### src/rtl/proc.sv
// Shared processor-wide widths and the write-back source identifiers.
package proc;

   localparam int ARCH_BITS    = 32;
   localparam int REG_IDX_BITS = 5;
   localparam int NUM_SRC      = 3;

   typedef enum logic [1:0] {
      SRC_ALU    = 2'd0,
      SRC_DCACHE = 2'd1,
      SRC_MUL    = 2'd2
   } src_e;

   // Round-robin successor over the three sources.
   function automatic logic [1:0] next_src(input logic [1:0] src);
      case (src)
         2'd0:    next_src = 2'd1;
         2'd1:    next_src = 2'd2;
         default: next_src = 2'd0;
      endcase
   endfunction

endpackage

### src/rtl/wb_fifo.sv
// Per-source result buffer: DEPTH entries, wrap-around pointers, no pass-through.
module wb_fifo #(
   parameter int WIDTH = 37,
   parameter int DEPTH = 2
) (
   input  logic             clk,
   input  logic             rst,
   input  logic             flush,
   input  logic             push,
   input  logic             pop,
   input  logic [WIDTH-1:0] din,
   output logic             ready,
   output logic             empty,
   output logic [WIDTH-1:0] head
);

   localparam int PW = (DEPTH > 1) ? $clog2(DEPTH) : 1;
   localparam int CW = $clog2(DEPTH + 1);

   logic [WIDTH-1:0] mem [DEPTH];
   logic [PW-1:0]    rd_ptr;
   logic [PW-1:0]    wr_ptr;
   logic [CW-1:0]    count;
   logic             do_push;
   logic             do_pop;

   // ready looks only at the stored count, so a same-cycle pop never opens a slot.
   assign ready   = rst && (count < CW'(DEPTH));
   assign empty   = (count == '0);
   assign head    = mem[rd_ptr];
   assign do_push = push && ready && !flush;
   assign do_pop  = pop && !empty && !flush;

   always_ff @(posedge clk) begin
      if (do_push) begin
         mem[wr_ptr] <= din;
      end
   end

   always_ff @(posedge clk) begin
      if (!rst || flush) begin
         rd_ptr <= '0;
         wr_ptr <= '0;
         count  <= '0;
      end else begin
         if (do_push) wr_ptr <= wr_ptr + 1'b1;
         if (do_pop)  rd_ptr <= rd_ptr + 1'b1;
         case ({do_push, do_pop})
            2'b10:   count <= count + 1'b1;
            2'b01:   count <= count - 1'b1;
            default: count <= count;
         endcase
      end
   end

endmodule

### src/rtl/wb_arbiter.sv
// Write-back arbiter: three buffered result sources, round-robin grant,
// registered single-port register-file write.
module wb_arbiter
   import proc::*;
#(
   parameter int ARCH_BITS    = proc::ARCH_BITS,
   parameter int REG_IDX_BITS = proc::REG_IDX_BITS,
   parameter int DEPTH        = 2
) (
   input  logic                    clk,
   input  logic                    rst,
   input  logic                    flush,
   input  logic                    valid0,
   input  logic                    valid1,
   input  logic                    valid2,
   input  logic [ARCH_BITS-1:0]    data0,
   input  logic [ARCH_BITS-1:0]    data1,
   input  logic [ARCH_BITS-1:0]    data2,
   input  logic [REG_IDX_BITS-1:0] dst0,
   input  logic [REG_IDX_BITS-1:0] dst1,
   input  logic [REG_IDX_BITS-1:0] dst2,
   input  logic                    we0,
   input  logic                    we1,
   input  logic                    we2,
   output logic                    ready0,
   output logic                    ready1,
   output logic                    ready2,
   output logic                    wbValid,
   output logic [ARCH_BITS-1:0]    wbData,
   output logic [REG_IDX_BITS-1:0] wbDst,
   output logic [1:0]              wbSrc
);

   localparam int EW = ARCH_BITS + REG_IDX_BITS;

   logic [NUM_SRC-1:0] push_v;
   logic [NUM_SRC-1:0] pop_v;
   logic [NUM_SRC-1:0] ready_v;
   logic [NUM_SRC-1:0] empty_v;
   logic [EW-1:0]      din_v  [NUM_SRC];
   logic [EW-1:0]      head_v [NUM_SRC];

   logic [1:0] last_grant;
   logic [1:0] grant_idx;
   logic [1:0] cand;
   logic       grant_valid;
   logic       grant_eff;

   // Results with we=0 are handshaked away without occupying a slot.
   assign push_v   = {valid2 && we2, valid1 && we1, valid0 && we0};
   assign din_v[0] = {dst0, data0};
   assign din_v[1] = {dst1, data1};
   assign din_v[2] = {dst2, data2};
   assign ready0   = ready_v[0];
   assign ready1   = ready_v[1];
   assign ready2   = ready_v[2];

   for (genvar i = 0; i < NUM_SRC; i++) begin : g_fifo
      wb_fifo #(
         .WIDTH (EW),
         .DEPTH (DEPTH)
      ) u_fifo (
         .clk   (clk),
         .rst   (rst),
         .flush (flush),
         .push  (push_v[i]),
         .pop   (pop_v[i]),
         .din   (din_v[i]),
         .ready (ready_v[i]),
         .empty (empty_v[i]),
         .head  (head_v[i])
      );
   end

   always_comb begin
      grant_valid = 1'b0;
      grant_idx   = last_grant;
      cand        = last_grant;
      for (int k = 0; k < NUM_SRC; k++) begin
         cand = next_src(cand);
         if (!grant_valid && !empty_v[cand]) begin
            grant_valid = 1'b1;
            grant_idx   = cand;
         end
      end
   end

   // A flush cycle neither pops nor advances the round-robin pointer.
   assign grant_eff = grant_valid && !flush;

   always_comb begin
      pop_v = '0;
      if (grant_eff) pop_v[grant_idx] = 1'b1;
   end

   always_ff @(posedge clk) begin
      if (!rst) begin
         last_grant <= SRC_MUL;
         wbValid    <= 1'b0;
         wbData     <= '0;
         wbDst      <= '0;
         wbSrc      <= '0;
      end else begin
         wbValid <= grant_eff;
         if (grant_eff) begin
            last_grant <= grant_idx;
            wbData     <= head_v[grant_idx][ARCH_BITS-1:0];
            wbDst      <= head_v[grant_idx][EW-1:ARCH_BITS];
            wbSrc      <= grant_idx;
         end
      end
   end

endmodule
### config.mk
export PLATFORM = sky130hd
export DESIGN_NAME = wb_arbiter
export DESIGN_NICKNAME = d
export VERILOG_FILES = /design/src/rtl/proc.sv /design/src/rtl/wb_fifo.sv /design/src/rtl/wb_arbiter.sv
export SDC_FILE = /design/constraint.sdc
export NUM_CORES = 1
export LEC_CHECK = 0
export CAP_MARGIN = 20
export CORE_ASPECT_RATIO = 1.75
export CORE_MARGIN = 2
export CORE_UTILIZATION = 35
export CTS_CLUSTER_SIZE = 14
export DETAILED_ROUTE_END_ITERATION = 12
export PLACE_DENSITY = 0.63
export SLEW_MARGIN = 20
export SYNTH_ARGS = -nofsm -noshare
export SYNTH_HDL_FRONTEND = slang
export SYNTH_SLANG_ARGS = --single-unit
### constraint.sdc
create_clock -name clk -period 9.7 [get_ports clk]
set_input_delay 1.94 -clock clk [delete_from_list [all_inputs] [get_ports clk]]
set_output_delay 1.94 -clock clk [all_outputs]
set_load 0.005 [all_outputs]
# Word-level counts from Yosys, hierarchy flattened
# Memory sizes are Yosys's and may differ from the RTL's. A register that Yosys moved wholly into a read port is not among the register bits.
# Cells that the tools add are included.
classes:
  add_sub_neg: 12
  magnitude_cmp: 9
  eq_ne: 9
  muxes: 36
  bitwise_logic: 1
  n_reduce_logical: 40
ops:
  columns: ["op", "count"]
  rows:
  - ["binary-select mux 37 bit (select 2 bit)", 1]
  - ["2-to-1 mux 37 bit", 2]
  - ["one-hot mux 2 bit (2 select lines)", 6]
  - ["logical AND 1 bit", 22]
  - ["2-to-1 mux 1 bit", 19]
  - ["== test 2 x 1 -> 1 bit (second input constant)", 6]
  - ["zero test 2 bit", 6]
  - ["< comparator 2 x 3 -> 1 bit (second input constant)", 4]
  - ["zero test 1 bit", 8]
  - ["adder 1 bit (second input constant)", 6]
  - ["adder 2 x 1 -> 2 bit (second input constant)", 3]
  - ["binary-select mux 1 bit (select 2 bit)", 3]
  - ["== test 2 bit (second input constant)", 3]
  - ["< comparator 2 bit (second input constant)", 3]
  - ["2-to-1 mux 2 bit", 3]
  - ["nonzero test 2 bit", 3]
  - ["subtractor 2 x 1 -> 2 bit (second input constant)", 3]
  - [">= comparator 3 bit (second input constant)", 1]
  - ["2-to-1 mux 3 bit", 1]
  - ["NOT 2 -> 3 bit", 1]
  - ["demux 1 bit (select 2 bit)", 1]
  - [">= comparator 2 x 1 -> 1 bit (second input constant)", 1]
  - ["logical OR 1 bit", 1]
word_totals:
  regBits: 54
  mem_bits_rw: 222
  input_bits: 120
  out_inout_bits: 43
  word_cells: 124
  mem_count: 3
memory_table:
  columns: ["memory", "depth", "word_bits", "rd", "rd_ports_with_merged_regs", "wr", "line_no", "text"]
  rows:
  - ["g_fifo[0].u_fifo.mem", 2, 37, 1, 1, 1, "wb_fifo.sv:20", "logic [WIDTH-1:0] mem [DEPTH];"]
  - ["g_fifo[1].u_fifo.mem", 2, 37, 1, 1, 1, "wb_fifo.sv:20", null]
  - ["g_fifo[2].u_fifo.mem", 2, 37, 1, 1, 1, "wb_fifo.sv:20", null]

# Depth between registers and ports, before layout
# Gate-level depths: netlist of run 1.
logic_depth:
  depth_word: 21
  ltp_mapped: 9
  mapped_depth_nobuf: 7

# Hierarchy
# From an unflattened synthesis of run 1, not the netlist that was laid out.
hier_totals:
  hier_cells: 918
  area_unflattened_um2: 11933.9
by_module_without_submodules:
  columns: ["module", "instances", "cells_each", "area_each_um2", "seq_area_each_um2"]
  rows:
  - ["wb_fifo", 3, 142, 2896.5, 2322.2]
  - ["wb_arbiter", 1, 492, 3244.4, 820.8]

# Worst setup path before layout of run 1
# Ideal clock, no wire load.
synth_path:
  kind: "in2reg"
  start: "input rst"
  end: "memory g_fifo[0].u_fifo.mem[0][0] (enable)"
  setup_ns: 0.431
  arrival_ns: 4.285
  slack_ns: 4.984
  path_stages: 6
  n_path_buf: 2
  cell_sequence: "buf_2 -> nand2b_1 -> buf_2 -> nor3_1 -> inv_1 -> nor2_1"
synth_between:
  elab_chain_cells: 5
synth_rtl:
  columns: ["element", "line_no", "text"]
  rows:
  - ["from (decl)", "wb_arbiter.sv:11", "input logic rst,"]
  - ["logical AND 1 bit", "wb_fifo.sv:28", "assign ready = rst && (count < CW'(DEPTH));"]
  - ["logical AND 1 bit (2 in series)", "wb_fifo.sv:31", "assign do_push = push && ready && !flush;"]
  - ["2-to-1 mux 1 bit", "wb_fifo.sv:35", "if (do_push) begin"]
  - ["2-to-1 mux 1 bit (implied by the code)", "wb_fifo.sv:36", "mem[wr_ptr] <= din;"]
  - ["to (decl)", "wb_fifo.sv:20", null]
# Every way passes these cells.

# Worst setup path after layout of run 1
layout_path:
  start: "input rst"
  end: "output ready1"
layout_between:
  elab_chain_cells: 1
layout_rtl:
  columns: ["element", "line_no", "text"]
  rows:
  - ["logical AND 1 bit", "wb_fifo.sv:28", null]
  - ["to (decl)", "wb_arbiter.sv:26", "output logic ready1,"]
# Every way passes these cells.

==> impl_metrics.ini, run 1 <==
[run_status]
outcome = finished, final reports clean

[die]
core-area_mm2 = 0.03153
rows = 86
pin_count = 163
start_util_pct = 35.58
die_x_um = 139.3
die_h_um = 240.8
die_area_mm2 = 0.03356

[final_layout]
syn2layout_area_growth_pct = 23.08
final_common_cell = edfxtp_1
nets = 922
layout-drive-gt1-share_pct = 16.26
antenna_cells = 0
layout_common_cells = edfxtp_1 (222), clkdlybuf4s50_1 (161), mux2i_1 (105), dfxtp_1 (53), nand3_1 (34)
n_fill_cell = 2736

[logic_synthesis]
synth-adder-area-share_pct = 0.3346
ys_seq_area_share_pct = 69.42
synthCells = 639
mappedNetlistArea_mm2 = 0.01122
yosys.area_share.simple_pct = 4.015
synth_compound_area_share_pct = 6.971
synthXorXnorAreaFrac_pct = 0.7027
synthMuxAreaShare_pct = 14.39
synth-warning-count = 0
synth-main-ff-cell = edfxtp_1
syn_avg_cell_area_um2 = 17.56
ys_ff_latch = 278
yosysUniqueCellTypes = 56
postSynth.asyncResetShare_pct = 0
syn_nets = 762
synth_top_family_by_area = multiplexers
synth-edff-count = 222

[sta]
skew_ps = 9.317
final.period_utilization_pct = 53.43
final.setup.tns_ps = 0
max-slew-margin-rel_pct = 29.43
max_freq_ghz = 0.1930
min_period_ps = 5183
tightest_slew_ps = 1059
maxSlewViolCount = 0
hold_violations = 0
finalSetupViolCount = 0
hold_slack_ps = 485.3
rsz0062_at_grt = false

[clock_network]
cts.sinks = 278
insertion_delay_ps = 530
clock_path_buffers = 3
cts_made_buffers = 25
cts_tree = built
clkTransAtPathRegs_ps = 60
cts_resized = 0
cts_hold_buf = 0
clock-root-buffer = clkbuf_16
ctsHtreeMaxLevel = 1
postCtsSetupBuffers = 0

[placement]
gp_congestion = 0.8101
place_hpwl_mm = 17.60
portBuffers = 162

[detailed_routing]
avgRoutedWirePerCell_um = 21.70
wl_mm = 26.34
route.detailed.drc = 0
drt_iter0_markers = 413
vias = 6121
drtPass1Iterations = 5
routed_via_density = 5.042
ant_nets = 0

[worst_setup_path]
end_kind = output pin
start_kind = input port
cp_max_fo = 44
critical_path_arrival_ps = 3240
required_ps = 7760
worstSetupPathType = in -> out

[power_and_ir_drop]
p_leak_uw = 0.004291
p_per_area_mw_per_mm2 = 171.3
ir_drop_uv = 110.8

[global_routing]
grt_overflow = 0
grt_pass1_vias = 6348
grt_max_degree = 45
grt_pass1_wl_mm = 38.70
grt_usage_pct = 15.37
antenna_found_initial = 0

[worst_hold_path]
hold_class = reg -> reg

[run]
maxCapViolations = 0
## cell usage after synthesis, types with 2 or more instances
library cell / instances / area (um^2)
buf_6: 6 / 67.56
nor2_1: 15 / 56.30
nor3_1: 3 / 15.01
mux2_2: 10 / 112.6
o221ai_2: 30 / 450.4
buf_4: 4 / 30.03
xor2_1: 3 / 26.28
dlygate4sd1_1: 2 / 17.52
inv_1: 3 / 11.26
dlymetal6s2s_1: 3 / 37.54
or3_1: 5 / 31.28
clkbuf_8: 11 / 151.4
nand3_1: 34 / 170.2
buf_12: 3 / 60.06
or4_1: 2 / 15.01
a41oi_1: 3 / 26.28
o21ai_0: 13 / 65.06
o221ai_1: 4 / 35.03
buf_8: 4 / 60.06
buf_2: 4 / 20.02
nand2_1: 4 / 15.01
ha_1: 3 / 37.54
xnor2_1: 6 / 52.55
a21o_1: 4 / 30.03
edfxtp_1: 222 / 6666
nor4_1: 2 / 12.51
mux2i_1: 105 / 1051
nor2b_1: 3 / 18.77
dfxtp_1: 56 / 1121
and2_1: 5 / 31.28
mux2_4: 30 / 450.4
a21oi_1: 13 / 65.06
## through the flow
stage | util (%) | instances | cell area (um^2) | total power [uW] | setup slack [ps]
2_1_floorplan | - | 639 | 11220 | 1389 | 4984
3_3_place_gp | 41.16 | 1165 | 12980 | 1470 | 4518
3_5_place_dp | 41.33 | 1167 | 13030 | 1473 | 4515
4_1_cts | 43.71 | 1213 | 13780 | 2385 | 4499
5_1_grt | 43.79 | 1214 | 13810 | 2438 | 4465
6_report | 43.79 | 1214 | 13810 | 2365 | 4517
## report_power, final
group          internal (uW)  leakage, uW  total, uW  switching, uW
clock network            503     0.000356        919            416
logic                   76.7      0.00148        138           60.9
registers               1300      0.00246       1310           7.12
## flip-flops by register name, summed over array words and instances, names as in the netlist, named ones only
register	flops
wbValid	1
g_fifo.u_fifo.wr_ptr	3
wbDst	5
g_fifo.u_fifo.rd_ptr	3
g_fifo.u_fifo.count	6
wbSrc	2
g_fifo.u_fifo.mem	222
wbData	32
last_grant	1
## final cells by class
class | instances | area [um^2] | area share (%)
timing repair buffer | 173 | 1759 | 12.74
sequential | 278 | 7791 | 56.43
tap | 396 | 495.5 | 3.589
inverter | 3 | 11.26 | 0.08156
multi-input combinational | 318 | 3002 | 21.74
clock inverter | 6 | 36.28 | 0.2628
clock buffer | 40 | 711.9 | 5.156
## worst max-delay path, cell delays in order
cell	delay, ps
buf_2	80
buf_4	450
and2b_1	210
clkdlybuf4s50_1	520
## worst paths after layout
kind	from	to	slack, ps	depth (start not counted)
worst max-delay path	rst	ready1	4520	4
worst max register to register	g_fifo[0].u_fifo.count[0]	g_fifo[2].u_fifo.count[1]	6900	6
worst min-delay path	g_fifo[0].u_fifo.rd_ptr	flip-flop	490	2
worst min register to register	g_fifo[0].u_fifo.rd_ptr	flip-flop	490	2
## layer usage
metal  vias up  GRT usage, %  share of wire [%]
li1       2818             -                  -
met1      3088         16.37                 36
met2       170         30.23                 56
met3        45         2.004                4.1
met4         0         6.244                3.5
met5         -             0                  0
## logic make-up (layout without fill, tap and decap cells)
logic type,after synthesis,in the layout
xor gates and xnor gates,9,9
and+or+nand+nor,82,82
buffers and inverters,43,222
muxes,145,145
DFF,278,278
adders and majority gates,3,3
AOI/OAI and AO/OA,79,79
No activity file was read; power rests on OpenSTA's default activity.
==> run 2: changes to the inputs <==
clock period = 5.1 ns   (was 9.7 ns; I/O delays follow)
==> impl_metrics.ini, run 2 (synthesis gave the netlist of run 1 again) <==
[sta]
max-slew-margin-rel_pct = 30.30
finalSetupViolCount = 0
rsz0062_at_grt = false
hold_violations = 0
max_freq_ghz = 0.2918
skew_ps = 13.12
maxSlewViolCount = 0
final.setup.tns_ps = 0
min_period_ps = 3427
final.period_utilization_pct = 67.20
tightest_slew_ps = 1045

[global_routing]
antenna_found_initial = 2
grt_pass1_wl_mm = 39.35
grt_max_degree = 44
grt_usage_pct = 15.67
grt_pass1_vias = 6491
grt_overflow = 0

[die]
rows = 86
die_h_um = 240.8
core-area_mm2 = 0.03153
pin_count = 163
die_area_mm2 = 0.03356
start_util_pct = 35.58
die_x_um = 139.3

[run]
maxCapViolations = 0

[final_layout]
largest_reg_flops = 222
nets = 919
n_fill_cell = 2780
regMostFlops = g_fifo.u_fifo.mem
final_common_cell = edfxtp_1
layout_common_cells = edfxtp_1 (222), clkdlybuf4s50_1 (161), mux2i_1 (105), dfxtp_1 (53), nand3_1 (34)
utilization_pct = 43.60
reg_top3 = g_fifo.u_fifo.mem (222), wbData (32), g_fifo.u_fifo.count (6)
syn2layout_area_growth_pct = 22.53
layout-drive-gt1-share_pct = 15.85

[clock_network]
clock-root-buffer = clkbuf_16
cts_tree = built
ctsHtreeMaxLevel = 1
cts_hold_buf = 0
cts_resized = 0
clkTransAtPathRegs_ps = 60
cts_made_buffers = 25
clock_path_buffers = 3
postCtsSetupBuffers = 0
insertion_delay_ps = 520
cts.sinks = 278

[power_and_ir_drop]
p_total_uw = 4526
p_per_area_mw_per_mm2 = 329.2
ir_drop_uv = 215.7
p_leak_uw = 0.004287

[detailed_routing]
wl_mm = 26.73
route.detailed.drc = 0
avgRoutedWirePerCell_um = 22.05
vias = 6035
ant_nets = 0
routed_via_density = 4.979
drtPass1Iterations = 5
drt_iter0_markers = 343

[placement]
gp_congestion = 0.7903
portBuffers = 162
place_hpwl_mm = 18.27

[worst_setup_path]
cp_cell_sequence = clkdlybuf4s50_1 -> nand2b_1 -> nor3_1 -> inv_1 -> nor2_4 -> buf_4
critical_path_arrival_ps = 3640
end_kind = flip-flop
cp_max_fo = 25
required_ps = 5310
timing.critical_path.max_delay_family = simple AND/OR/NAND/NOR gates
start_kind = input port
cp_slowest_stage_delay_ps = 630
worstSetupPathType = in -> reg
cp.buffers_inverters = 3
cp_slowest_cell = nor2_4

[run_status]
outcome = finished, final reports clean

[worst_hold_path]
hold_class = reg -> reg
run 2: cell types whose count changed in the layout (fill, tap and decap cells not counted), sizes merged:
cell,change
clkinvlp,-2
clkinv,+2
diode,+2
clkbuf,-1
buf,-3
inv,-1
bufinv,+1
run 2: worst paths after layout:
| check | from | endpoint | slack [ps] | cells past startpoint |
|---|---|---|---|---|
| setup reg to reg | g_fifo[0].u_fifo.count[0] | g_fifo[1].u_fifo.count[1] | 2270 | 6 |
| hold reg to reg | g_fifo[0].u_fifo.rd_ptr | g_fifo[0].u_fifo.rd_ptr | 500 | 2 |
| setup / recovery | flush | g_fifo[2].u_fifo.mem[0][6] | 1670 | 6 |
| hold / removal | g_fifo[0].u_fifo.rd_ptr | g_fifo[0].u_fifo.rd_ptr | 500 | 2 |
run 2: final cells by class:
type	count	area (um^2)	area share, %
clock buffer	39	708.2	5.152
timing repair buffer	170	1677	12.20
antenna	2	5.005	0.03641
inverter	3	11.26	0.08192
clock inverter	6	51.30	0.3732
sequential	278	7791	56.68
tap	396	495.5	3.605
multi-input combinational	318	3007	21.87
run 2: layer usage:
layer / wire [um] / track usage [%] / up-vias
met4: 1006 / 6.397 / 0
met2: 15350 / 31.64 / 176
met1: 9278 / 16.11 / 2988
li1: - / - / 2823
met3: 1094 / 1.806 / 48
met5: 0 / 0 / -
run 2: report_power, final:
group	internal [uW]	total [uW]	switching (uW)	leakage, uW
logic	144	258	114	0.00146
clock network	1000	1780	777	0.000369
registers	2470	2490	15.1	0.00246
run 2: worst register-to-register path: cells and delay by family (launching register included):
family / cells / cell delay, ps
AND/OR/NAND/NOR: 3 / 1040
AO/OA/AOI/OAI: 2 / 940
flip-flops: 1 / 400
adder cells (fa/ha/maj): 1 / 370
run 2: stage by stage:
step	area [um^2]	cells	hold slack [ps]	worst slack [ps]
final	13750	1212	495.5	1673
after global routing	13740	1211	529.9	1430
after CTS	13740	1210	495.7	1649
after detailed placement	12980	1165	484.3	1109
after global placement	12980	1165	472.7	1173
after floorplan	11220	639	462.8	1304
